<file path="config.mk">
export PLATFORM = sky130hd
export DESIGN_NAME = dds_sweep_controller
export DESIGN_NICKNAME = d
export VERILOG_FILES = /design/src/rtl/dds_pkg.sv /design/src/rtl/dds_phase_accumulator.sv /design/src/rtl/dds_sweep_controller.sv
export SDC_FILE = /design/constraint.sdc
export NUM_CORES = 1
export LEC_CHECK = 0
export ABC_CLOCK_PERIOD_IN_PS = 5900
export CORE_MARGIN = 2
export CORE_UTILIZATION = 40
export CTS_CLUSTER_SIZE = 25
export DETAILED_ROUTE_END_ITERATION = 10
export PLACE_DENSITY_LB_ADDON = 0.08
export SYNTH_ARGS = -nofsm -noshare
export SYNTH_HDL_FRONTEND = slang
export SYNTH_SLANG_ARGS = --single-unit
</file>
<file path="constraint.sdc">
create_clock -name clk -period 5.9 [get_ports clk]
set_input_delay 1.77 -clock clk [delete_from_list [all_inputs] [get_ports clk]]
set_output_delay 1.77 -clock clk [all_outputs]
set_load 0.005 [all_outputs]
</file>
<file path="src/rtl/dds_pkg.sv">
// -----------------------------------------------------------------------------
// dds_pkg
// Shared types and encodings for the DDS sweep controller slice:
//   state_e   - sweep FSM states (IDLE, DWELL, DONE)
//   MODE_*    - sweep mode encodings (value 3 is reserved and behaves as single)
//   WAVE_*    - waveform select encodings for the downstream output mux
// -----------------------------------------------------------------------------
package dds_pkg;

   typedef enum logic [1:0] {
      ST_IDLE  = 2'd0,
      ST_DWELL = 2'd1,
      ST_DONE  = 2'd2
   } state_e;

   localparam logic [1:0] MODE_SINGLE = 2'd0;
   localparam logic [1:0] MODE_TRI    = 2'd1;
   localparam logic [1:0] MODE_SAW    = 2'd2;

   localparam logic [1:0] WAVE_SINE   = 2'd0;
   localparam logic [1:0] WAVE_TRI    = 2'd1;
   localparam logic [1:0] WAVE_SQUARE = 2'd2;
   localparam logic [1:0] WAVE_SAW    = 2'd3;

endpackage

</file>
<file path="src/rtl/dds_phase_accumulator.sv">
// -----------------------------------------------------------------------------
// dds_phase_accumulator
// Free-running phase accumulator and registered waveform-ROM address.
//   clk          in   system clock
//   reset        in   asynchronous active-high reset
//   step_i       in   tuning word added to the accumulator every cycle
//   phase_off_i  in   phase offset added to the ROM address
//   phase_addr_o out  registered ROM address (top ADDR_W bits of acc + offset)
// -----------------------------------------------------------------------------
module dds_phase_accumulator #(
   parameter int unsigned ACC_W  = 16,
   parameter int unsigned ADDR_W = 7
) (
   input  logic              clk,
   input  logic              reset,
   input  logic [ACC_W-1:0]  step_i,
   input  logic [ADDR_W-1:0] phase_off_i,
   output logic [ADDR_W-1:0] phase_addr_o
);

   logic [ACC_W-1:0]  acc_q,  acc_d;
   logic [ADDR_W-1:0] addr_q, addr_d;

   // Both sums wrap naturally at their register widths.
   always_comb begin
      acc_d  = acc_q + step_i;
      addr_d = acc_q[ACC_W-1 -: ADDR_W] + phase_off_i;
   end

   always_ff @(posedge clk or posedge reset) begin
      if (reset) begin
         acc_q  <= '0;
         addr_q <= '0;
      end else begin
         acc_q  <= acc_d;
         addr_q <= addr_d;
      end
   end

   assign phase_addr_o = addr_q;

endmodule

</file>
<file path="src/rtl/dds_sweep_controller.sv">
// -----------------------------------------------------------------------------
// dds_sweep_controller
// Frequency-sweep sequencer for the DDS waveform generators. Steps the tuning
// word from start to stop by delta, holding each value dwell+1 cycles, in
// single, triangle-repeat or sawtooth-repeat mode, and drives the phase
// accumulator / ROM address.
//   clk, reset       clock, asynchronous active-high reset
//   cfg_valid/ready  configuration handshake (ready only in IDLE without abort)
//   cfg_start_step   first tuning word
//   cfg_stop_step    final tuning word
//   cfg_delta        step magnitude
//   cfg_dwell        extra hold cycles per step
//   cfg_mode         0 single, 1 triangle, 2 sawtooth, 3 as single
//   cfg_wave_sel     waveform select, registered on accept
//   cfg_phase        ROM address phase offset, registered on accept
//   abort            terminate sweep, return to IDLE
//   step_out         current tuning word
//   phase_addr       registered ROM address
//   wave_sel         registered waveform select
//   busy             high in DWELL
//   sweep_done       one-cycle pulse on completion of a single-mode sweep
// -----------------------------------------------------------------------------
module dds_sweep_controller
   import dds_pkg::*;
#(
   parameter int unsigned ACC_W   = 16,
   parameter int unsigned ADDR_W  = 7,
   parameter int unsigned DWELL_W = 16
) (
   input  logic               clk,
   input  logic               reset,
   input  logic               cfg_valid,
   output logic               cfg_ready,
   input  logic [ACC_W-1:0]   cfg_start_step,
   input  logic [ACC_W-1:0]   cfg_stop_step,
   input  logic [ACC_W-1:0]   cfg_delta,
   input  logic [DWELL_W-1:0] cfg_dwell,
   input  logic [1:0]         cfg_mode,
   input  logic [1:0]         cfg_wave_sel,
   input  logic [ADDR_W-1:0]  cfg_phase,
   input  logic               abort,
   output logic [ACC_W-1:0]   step_out,
   output logic [ADDR_W-1:0]  phase_addr,
   output logic [1:0]         wave_sel,
   output logic               busy,
   output logic               sweep_done
);

   state_e             state_q,  state_d;
   logic [ACC_W-1:0]   step_q,   step_d;
   logic [ACC_W-1:0]   start_q,  start_d;
   logic [ACC_W-1:0]   target_q, target_d;
   logic [ACC_W-1:0]   delta_q,  delta_d;
   logic [DWELL_W-1:0] reload_q, reload_d;
   logic [DWELL_W-1:0] cnt_q,    cnt_d;
   logic               up_q,     up_d;
   logic [1:0]         mode_q,   mode_d;
   logic [1:0]         wave_q,   wave_d;
   logic [ADDR_W-1:0]  phase_q,  phase_d;

   logic [ACC_W:0]     gap_up, gap_dn;
   logic [ACC_W-1:0]   next_step;
   logic               leg_end;

   // Distance to target in ACC_W+1 bits; when the remaining gap fits inside
   // one delta the step lands exactly on target, so step_out never wraps.
   always_comb begin
      gap_up = {1'b0, target_q} - {1'b0, step_q};
      gap_dn = {1'b0, step_q} - {1'b0, target_q};
      if (up_q) begin
         next_step = (gap_up <= {1'b0, delta_q}) ? target_q : step_q + delta_q;
      end else begin
         next_step = (gap_dn <= {1'b0, delta_q}) ? target_q : step_q - delta_q;
      end
      // delta==0 can never reach target, so it counts as already there.
      leg_end = (step_q == target_q) || (delta_q == '0);
   end

   always_comb begin
      state_d    = state_q;
      step_d     = step_q;
      start_d    = start_q;
      target_d   = target_q;
      delta_d    = delta_q;
      reload_d   = reload_q;
      cnt_d      = cnt_q;
      up_d       = up_q;
      mode_d     = mode_q;
      wave_d     = wave_q;
      phase_d    = phase_q;
      cfg_ready  = 1'b0;
      busy       = 1'b0;
      sweep_done = 1'b0;

      unique case (state_q)
         ST_IDLE: begin
            cfg_ready = !abort;
            if (cfg_valid && !abort) begin
               step_d   = cfg_start_step;
               start_d  = cfg_start_step;
               target_d = cfg_stop_step;
               delta_d  = cfg_delta;
               reload_d = cfg_dwell;
               cnt_d    = cfg_dwell;
               up_d     = (cfg_stop_step >= cfg_start_step);
               mode_d   = cfg_mode;
               wave_d   = cfg_wave_sel;
               phase_d  = cfg_phase;
               state_d  = ST_DWELL;
            end
         end

         ST_DWELL: begin
            busy = 1'b1;
            if (abort) begin
               state_d = ST_IDLE;
            end else if (cnt_q != '0) begin
               cnt_d = cnt_q - DWELL_W'(1);
            end else if (!leg_end) begin
               step_d = next_step;
               cnt_d  = reload_q;
            end else begin
               case (mode_q)
                  MODE_TRI: begin
                     start_d  = target_q;
                     target_d = start_q;
                     up_d     = !up_q;
                     cnt_d    = reload_q;
                  end
                  MODE_SAW: begin
                     step_d = start_q;
                     cnt_d  = reload_q;
                  end
                  default: state_d = ST_DONE;
               endcase
            end
         end

         ST_DONE: begin
            sweep_done = !abort;
            state_d    = ST_IDLE;
         end

         default: state_d = ST_IDLE;
      endcase
   end

   always_ff @(posedge clk or posedge reset) begin
      if (reset) begin
         state_q  <= ST_IDLE;
         step_q   <= '0;
         start_q  <= '0;
         target_q <= '0;
         delta_q  <= '0;
         reload_q <= '0;
         cnt_q    <= '0;
         up_q     <= 1'b1;
         mode_q   <= MODE_SINGLE;
         wave_q   <= WAVE_SINE;
         phase_q  <= '0;
      end else begin
         state_q  <= state_d;
         step_q   <= step_d;
         start_q  <= start_d;
         target_q <= target_d;
         delta_q  <= delta_d;
         reload_q <= reload_d;
         cnt_q    <= cnt_d;
         up_q     <= up_d;
         mode_q   <= mode_d;
         wave_q   <= wave_d;
         phase_q  <= phase_d;
      end
   end

   dds_phase_accumulator #(
      .ACC_W  (ACC_W),
      .ADDR_W (ADDR_W)
   ) u_phase_acc (
      .clk          (clk),
      .reset        (reset),
      .step_i       (step_q),
      .phase_off_i  (phase_q),
      .phase_addr_o (phase_addr)
   );

   assign step_out = step_q;
   assign wave_sel = wave_q;

endmodule

</file>
==> run_results.csv, run 1 <==
group,metric,value,unit
logic_synthesis,ys_types,81,
power,p_comb_share,64.6,%
clocking,cts.sinks,133,
routing,routedWlPerCell,18.7,um
worst_setup_path,critPathMaxFanout,15,
timing,finalCritPeriodShare,84.4,%
timing,finalSetupViolCount,0,
floorplan,die_h,173,um
clocking,cts_tree,"built",
worst_setup_path,path_class,"flop to flop",
worst_setup_path,rrSetupSlack,0.92,ns
status,outcome,"complete, no violations",
final_layout,layout-drive-gt1-share,6.77,%
worst_setup_path,cp-end-kind,"flop",
floorplan,initial_core_util,40.9,%
worst_setup_path,crit_path_start,"step_out[1]",
clocking,clock_latency,0.43,ns
floorplan,die_area,29900,sq um
clocking,numCtsBuffers,17,
timing,fmax,201,MHz
logic_synthesis,ys_seq_elements,133,
routing,firstDrtPassIters,5,
final_layout,multi_input_area,7390,sq um
worst_setup_path,rr_startpoint,"step_out[1]",
timing,worst_slew_pin_slew,1.11,ns
timing,setup_tns,0,ns
clocking,path_clk_slew,0.06,ns
worst_setup_path,r2r_cells,17,
timing,clock_skew,0.0104,ns
timing,final.min_clock_period,4.98,ns
final_layout,ff_latch_area,3330,sq um
power,leakage,0.00590,uW
final_layout,diodes,0,
placed_design,gp_congestion,0.891,
clocking,root_buffer,"clkbuf_16",
placed_design,io_buffers,106,
final_layout,finalInstanceArea,13300,sq um
global_route,overflow,0,
worst_setup_path,cpPeakStageDelay,0.49,ns
final_layout,nets,1653,
clocking,clockBufferDepth,2,
placed_design,placed_cells,1793,
clocking,htree_levels,4,
floorplan,rows,61,
worst_setup_path,cp_cell_sequence,"inv_1 -> ha_1 -> a21o_1 -> a21oi_1 -> o21bai_1 -> a31oi_1 -> o211ai_1 -> and2_1 -> o311ai_0 -> ha_1 -> o21a_1 -> o21a_1 -> a211oi_1 -> o21ai_2 -> o211ai_1 -> o211ai_1 -> o31ai_1",
timing,hold_violations,0,
job,max-cap-violations,0,
placed_design,dp_hpwl,26100,um
worst_setup_path,cp-endpoint,"step_out[3]",
logic_synthesis,yosysTopAreaCell,"dfrtp_1",
logic_synthesis,syn_nets,1581,
global_route,grt_pass1_wl,54400,um
worst_setup_path,crit_arrival,5.31,ns
logic_synthesis,syn_area,11400,sq um
worst_setup_path,cp.required,6.23,ns
routing,post_drt_via_cell_ratio,5.56,
hold_path,hold_path_class,"flop to flop",
logic_synthesis,synthCells,1362,
placed_design,place_ws,0.980,ns
worst_setup_path,cpMostUsedCell,"o211ai_1",
logic_synthesis,yosysSeqAreaShare,29.1,%
global_route,grt_antenna_before_repair,0,
logic_synthesis,yosysWarnings,0,
routing,ant_nets,0,
placed_design,placed_area,12700,sq um
logic_synthesis,yosys_most_used_dff,"dfrtp_1",
clocking,cts_resized,0,
power,p_sw,3640,uW
logic_synthesis,synth_top_area_share,28.9,%
worst_setup_path,crit_slowest_cell,"a211oi_1",
routing,wl,34100,um
timing,relSlewSlack,25.2,%
power,ir_drop,0.274,mV
logic_synthesis,ys_top_cells_by_count,"nand2_1, ha_1, dfrtp_1, nor2_1, inv_1",
global_route,grt_pass1_vias,9801,
clocking,cts_setup_buffers,0,
floorplan,io_pins,107,
final_layout,fillers,2748,
routing,via_count,10145,
power,p_seq_share,21.0,%
power,power.internal,3990,uW
timing,rsz0062_at_grt,"false",
power,power_density,572,nW/um^2
final_layout,area_delta_synth_final,16.7,%
logic_synthesis,async_reset_ff_share,100,%
final_layout,final_cells,1825,
routing,drc,0,
routing,drt_iter0_drc,841,
clocking,hold_buffers,0,
logic_synthesis,yosysMostFrequentCell,"nand2_1",
timing,slew_viol_final,0,
power,sw_frac_of_total,47.7,%
floorplan,core,27900,sq um
global_route,track_usage,23.0,%
power,pwr-share-clk,14.4,%
global_route,grt_max_degree,93,
timing,fin_ws,0.920,ns
worst_setup_path,timing.rr.end,"step_out[3]",
floorplan,die_width,173,um
logic_synthesis,avgSynthCellArea,8.39,sq um
logic_synthesis,synth.area.top_cells,"dfrtp_1, ha_1, nand2_1",
logic_synthesis,synth_edf_count,0,
worst_setup_path,worst_setup_path_start_kind,"flop",
==> cells by family after synthesis <==
kind of cell               count (synthesis)  synth area share [%]
muxes                                     43                  4.18
buffers and inverters                    171                  6.25
AOI/OAI and AO/OA                        381                  21.9
xor gates and xnor gates                  67                  5.14
adders and majority gates                140                  15.7
and+or+nand+nor                          427                  17.7
DFF                                      133                  29.1
==> cell type report <==
class | instances | area share (%)
multi-input combinational | 1058 | 55.4
sequential | 133 | 25.0
timing repair buffer | 114 | 8.50
tap | 378 | 3.55
clock buffer | 19 | 3.32
inverter | 110 | 3.13
clock inverter | 13 | 1.12
==> flip-flops by register name (all words and copies together), names as in the netlist <==
name / cells
start_q: 16
wave_sel: 2
state_q: 2
delta_q: 16
target_q: 16
step_out: 16
reload_q: 16
phase_q: 7
up_q: 1
cnt_q: 16
u_phase_acc.phase_addr_o: 7
mode_q: 2
u_phase_acc.acc_q: 16
==> power by group through the flow <==
stage          combinational, uW  clock, uW  sequential [uW]
2_1_floorplan               3690          0             1440
3_3_place_gp                4830          0             1610
3_5_place_dp                4830          0             1610
4_1_cts                     4870       1120             1600
5_1_grt                     5490       1170             1650
6_report                    4930       1100             1600
==> critical path: cells and delay by family, from the launching register on <==
| kind | cells | cell delay, ns |
|---|---|---|
| AND/OR/NAND/NOR | 1 | 0.23 |
| adder cells (fa/ha/maj) | 2 | 0.65 |
| AO/OA/AOI/OAI | 13 | 3.21 |
| buffers and inverters | 1 | 0.32 |
| flip-flops | 1 | 0.46 |
==> layer usage <==
metal / GRT usage, % / routed length, um / vias to the layer above
met5: 0 / 0 / -
met4: 6.53 / 728 / 0
met3: 3.83 / 1720 / 40
met2: 35.9 / 15100 / 260
met1: 32.9 / 16500 / 4866
li1: - / - / 4979
==> per-stage QoR <==
| step | power (uW) | utilization, % | hold WS [ns] |
|---|---|---|---|
| 6_report | 7640 | 47.8 | 0.470 |
| 5_1_grt | 8300 | 47.8 | 0.476 |
| 4_1_cts | 7590 | 47.8 | 0.474 |
| 3_5_place_dp | 6440 | 45.6 | 0.466 |
| 3_3_place_gp | 6440 | 45.6 | 0.455 |
| 2_1_floorplan | 5130 | - | 0.443 |
==> cell usage in the layout, fill, tap and decap left out, types with 19 or more instances in the layout <==
cell and instances:
ha_1 134, nand3_1 34, a21oi_1 89, nor2_1 123, a21o_1 28, clkdlybuf4s50_1 106
a211oi_1 31, inv_1 107, xnor2_1 47, nor3_1 24, mux2_2 28, dfrtp_1 132
nand2b_1 19, o211ai_1 21, o21ai_0 71, a31oi_1 42, xor2_1 20, nand2_1 137
==> worst min path at each step <==
stage | from | to | slack, ns | cells after the start
2_1_floorplan | u_phase_acc.acc_q[0] | u_phase_acc.acc_q[0] | 0.44 | 1
3_5_place_dp | u_phase_acc.acc_q[0] | u_phase_acc.acc_q[0] | 0.47 | 1
4_1_cts | u_phase_acc.acc_q[0] | u_phase_acc.acc_q[0] | 0.47 | 1
6_report | u_phase_acc.acc_q[0] | u_phase_acc.acc_q[0] | 0.47 | 1
3_3_place_gp | u_phase_acc.acc_q[0] | u_phase_acc.acc_q[0] | 0.46 | 1
5_1_grt | u_phase_acc.acc_q[0] | u_phase_acc.acc_q[0] | 0.48 | 1
No activity file was read; power rests on OpenSTA's default activity.
==> run 2: changes to the inputs <==
--- a/config.mk
+++ b/config.mk
@@ -5,7 +5,7 @@
 export SDC_FILE = /design/constraint.sdc
 export NUM_CORES = 1
 export LEC_CHECK = 0
-export ABC_CLOCK_PERIOD_IN_PS = 5900
+export ABC_CLOCK_PERIOD_IN_PS = 4800
 export CORE_MARGIN = 2
 export CORE_UTILIZATION = 40
 export CTS_CLUSTER_SIZE = 25
==> constraint.sdc (replaced) <==
create_clock -name clk -period 4.8 [get_ports clk]
set_input_delay 1.44 -clock clk [delete_from_list [all_inputs] [get_ports clk]]
set_output_delay 1.44 -clock clk [all_outputs]
set_load 0.005 [all_outputs]
==> run 2 against run 1 <==
Net effect: clock skew increased by 0.0014 ns; maximum frequency increased by 11%; sequential cell count unchanged; register-to-register slack got worse by 0.61 ns; non-clock buffer count increased by 27; worst hold slack improved by 0.0089 ns; worst setup slack got worse by 0.61 ns; sequential share of layout area decreased by 0.38 points; critical path depth increased by 2; clock-buffer cell count decreased by 1; global-route usage increased by 0.60 points; critical path type unchanged; highest routed layer unchanged.
==> run_results.csv, run 2 (same netlist as run 1, synthesis figures left out) <==
group,metric,value,unit
timing,finalCritPeriodShare,93.5,%
final_layout,nets,1680,
worst_setup_path,worst_setup_path_start_kind,"flop",
timing,clock_skew,0.0118,ns
clocking,cts_tree,"built",
timing,fmax,223,MHz
routing,drc,0,
global_route,grt_pass1_wl,56200,um
timing,rsz0062_at_grt,"false",
floorplan,io_pins,107,
final_layout,final_common_cell,"nand2_1",
clocking,hold_buffers,0,
worst_setup_path,path_class,"flop to flop",
worst_setup_path,path_delay_family,"compound AO/OA/AOI/OAI gates",
routing,post_drt_via_cell_ratio,5.50,
global_route,overflow,0,
timing,slew_viol_final,0,
routing,firstDrtPassIters,5,
worst_setup_path,cp-end-kind,"flop",
final_layout,final_core_util,48.5,%
routing,drt_iter0_drc,709,
worst_setup_path,cp.required,5.16,ns
placed_design,io_buffers,106,
clocking,numCtsBuffers,17,
timing,worst_slew_pin_slew,0.963,ns
floorplan,die_width,173,um
routing,routedWlPerCell,18.9,um
timing,setup_tns,0,ns
timing,finalSetupViolCount,0,
placed_design,dp_hpwl,26800,um
routing,wl,35000,um
final_layout,area_delta_synth_final,18.6,%
worst_setup_path,cpPeakStageDelay,0.50,ns
timing,final.min_clock_period,4.49,ns
power,leakage,0.00602,uW
routing,via_count,10185,
placed_design,gp_congestion,0.930,
power,power_density,705,nW/um^2
final_layout,layout-drive-gt1-share,8.62,%
final_layout,layout_common_cells,"nand2_1, ha_1, dfrtp_1",
clocking,path_clk_slew,0.07,ns
routing,ant_nets,0,
clocking,clockBufferDepth,2,
job,max-cap-violations,0,
worst_setup_path,crit_arrival,4.84,ns
global_route,track_usage,23.6,%
global_route,grt_antenna_before_repair,0,
placed_design,placed_cells,1820,
worst_setup_path,cp_cell_sequence,"ha_1 -> a21o_1 -> a21o_1 -> a21oi_1 -> o21ai_0 -> a211o_1 -> and2_1 -> o311ai_0 -> ha_1 -> nand2_1 -> nor3_1 -> a41o_1 -> a31oi_1 -> buf_4 -> a21o_1 -> buf_4 -> a31o_2 -> mux2_2 -> o21ai_1",
clocking,cts.sinks,133,
clocking,clock_latency,0.44,ns
timing,hold_violations,0,
global_route,grt_max_degree,134,
timing,relSlewSlack,35.6,%
timing,holdWs,0.479,ns
global_route,grt_pass1_vias,10015,
power,power,9550,uW
worst_setup_path,crit_slowest_cell,"dfrtp_1",
clocking,root_buffer,"clkbuf_16",
floorplan,die_h,173,um
final_layout,diodes,0,
worst_setup_path,cpMostUsedCell,"a21o_1",
clocking,htree_levels,4,
hold_path,hold_path_class,"flop to flop",
floorplan,initial_core_util,40.9,%
final_layout,final_cells,1852,
power,ir_drop,0.323,mV
worst_setup_path,critPathMaxFanout,7,
floorplan,core,27900,sq um
floorplan,die_area,29900,sq um
worst_setup_path,cp_num_buf_inv,2,
floorplan,rows,61,
status,outcome,"complete, no violations",
## run 2: changes by cell type in the layout (fill, tap and decap cells not counted), moves of 2 or more
cell        before  now
buf_4            7   33
bufinv_16        2    0
clkinvlp_4       1    3
inv_6            3    5
clkinv_2         3    0
## run 2: area by class of cell
cell class / instances / area [sq um]
inverter: 110 / 417
clock buffer: 18 / 439
timing repair buffer: 141 / 1350
tap: 378 / 473
multi-input combinational: 1058 / 7410
sequential: 133 / 3330
fill: 2822 / 14400
clock inverter: 14 / 135
## run 2: worst reg2reg max path, stage by stage, from the launching register on
cell      delay [ns]
dfrtp_1         0.50
ha_1            0.37
a21o_1          0.18
a21o_1          0.22
a21oi_1         0.16
o21ai_0         0.18
a211o_1         0.35
and2_1          0.18
o311ai_0        0.34
ha_1            0.20
nand2_1         0.07
nor3_1          0.28
a41o_1          0.21
a31oi_1         0.04
buf_4           0.17
a21o_1          0.21
buf_4           0.18
a31o_2          0.20
mux2_2          0.25
o21ai_1         0.11
## run 2: per-stage QoR
stage / setup slack [ns] / instance area, sq um
detailed placement: 0.233 / 13000
global route: 0.0127 / 13500
floorplan: 0.614 / 11400
finish: 0.312 / 13500
CTS: 0.210 / 13500
global placement: 0.364 / 13000
## run 2: per-layer routing
| metal | GRT usage (%) | up-vias | share of wire (%) |
|---|---|---|---|
| li1 | - | 5039 | - |
| met1 | 35.0 | 4808 | 50 |
| met2 | 35.6 | 299 | 42 |
| met3 | 3.08 | 39 | 5.6 |
| met4 | 7.24 | 0 | 2.2 |
| met5 | 0 | - | 0 |
## run 2: final timing paths
check	from	to	slack, ns	cells after the start
hold reg to reg	u_phase_acc.acc_q[0]	u_phase_acc.acc_q[0]	0.48	1
min in group asynchronous	reset	start_q[1]	1.55	3
setup reg to reg	target_q[1]	step_out[10]	0.31	19
setup / recovery	target_q[1]	step_out[10]	0.31	19
max in group asynchronous	reset	u_phase_acc.phase_addr_o[1]	2.61	3
hold / removal	u_phase_acc.acc_q[0]	u_phase_acc.acc_q[0]	0.48	1
## run 2: power breakdown
part | switching, uW | internal (uW)
Clock | 627 | 701
Combinational | 3600 | 2760
Sequential | 365 | 1490
## run 2: what timing repair did
item                                    4_1_cts  5_1_grt
endpoints found under the setup margin        0        8
setup buffers                                 0        0
gates resized for setup                       0        2
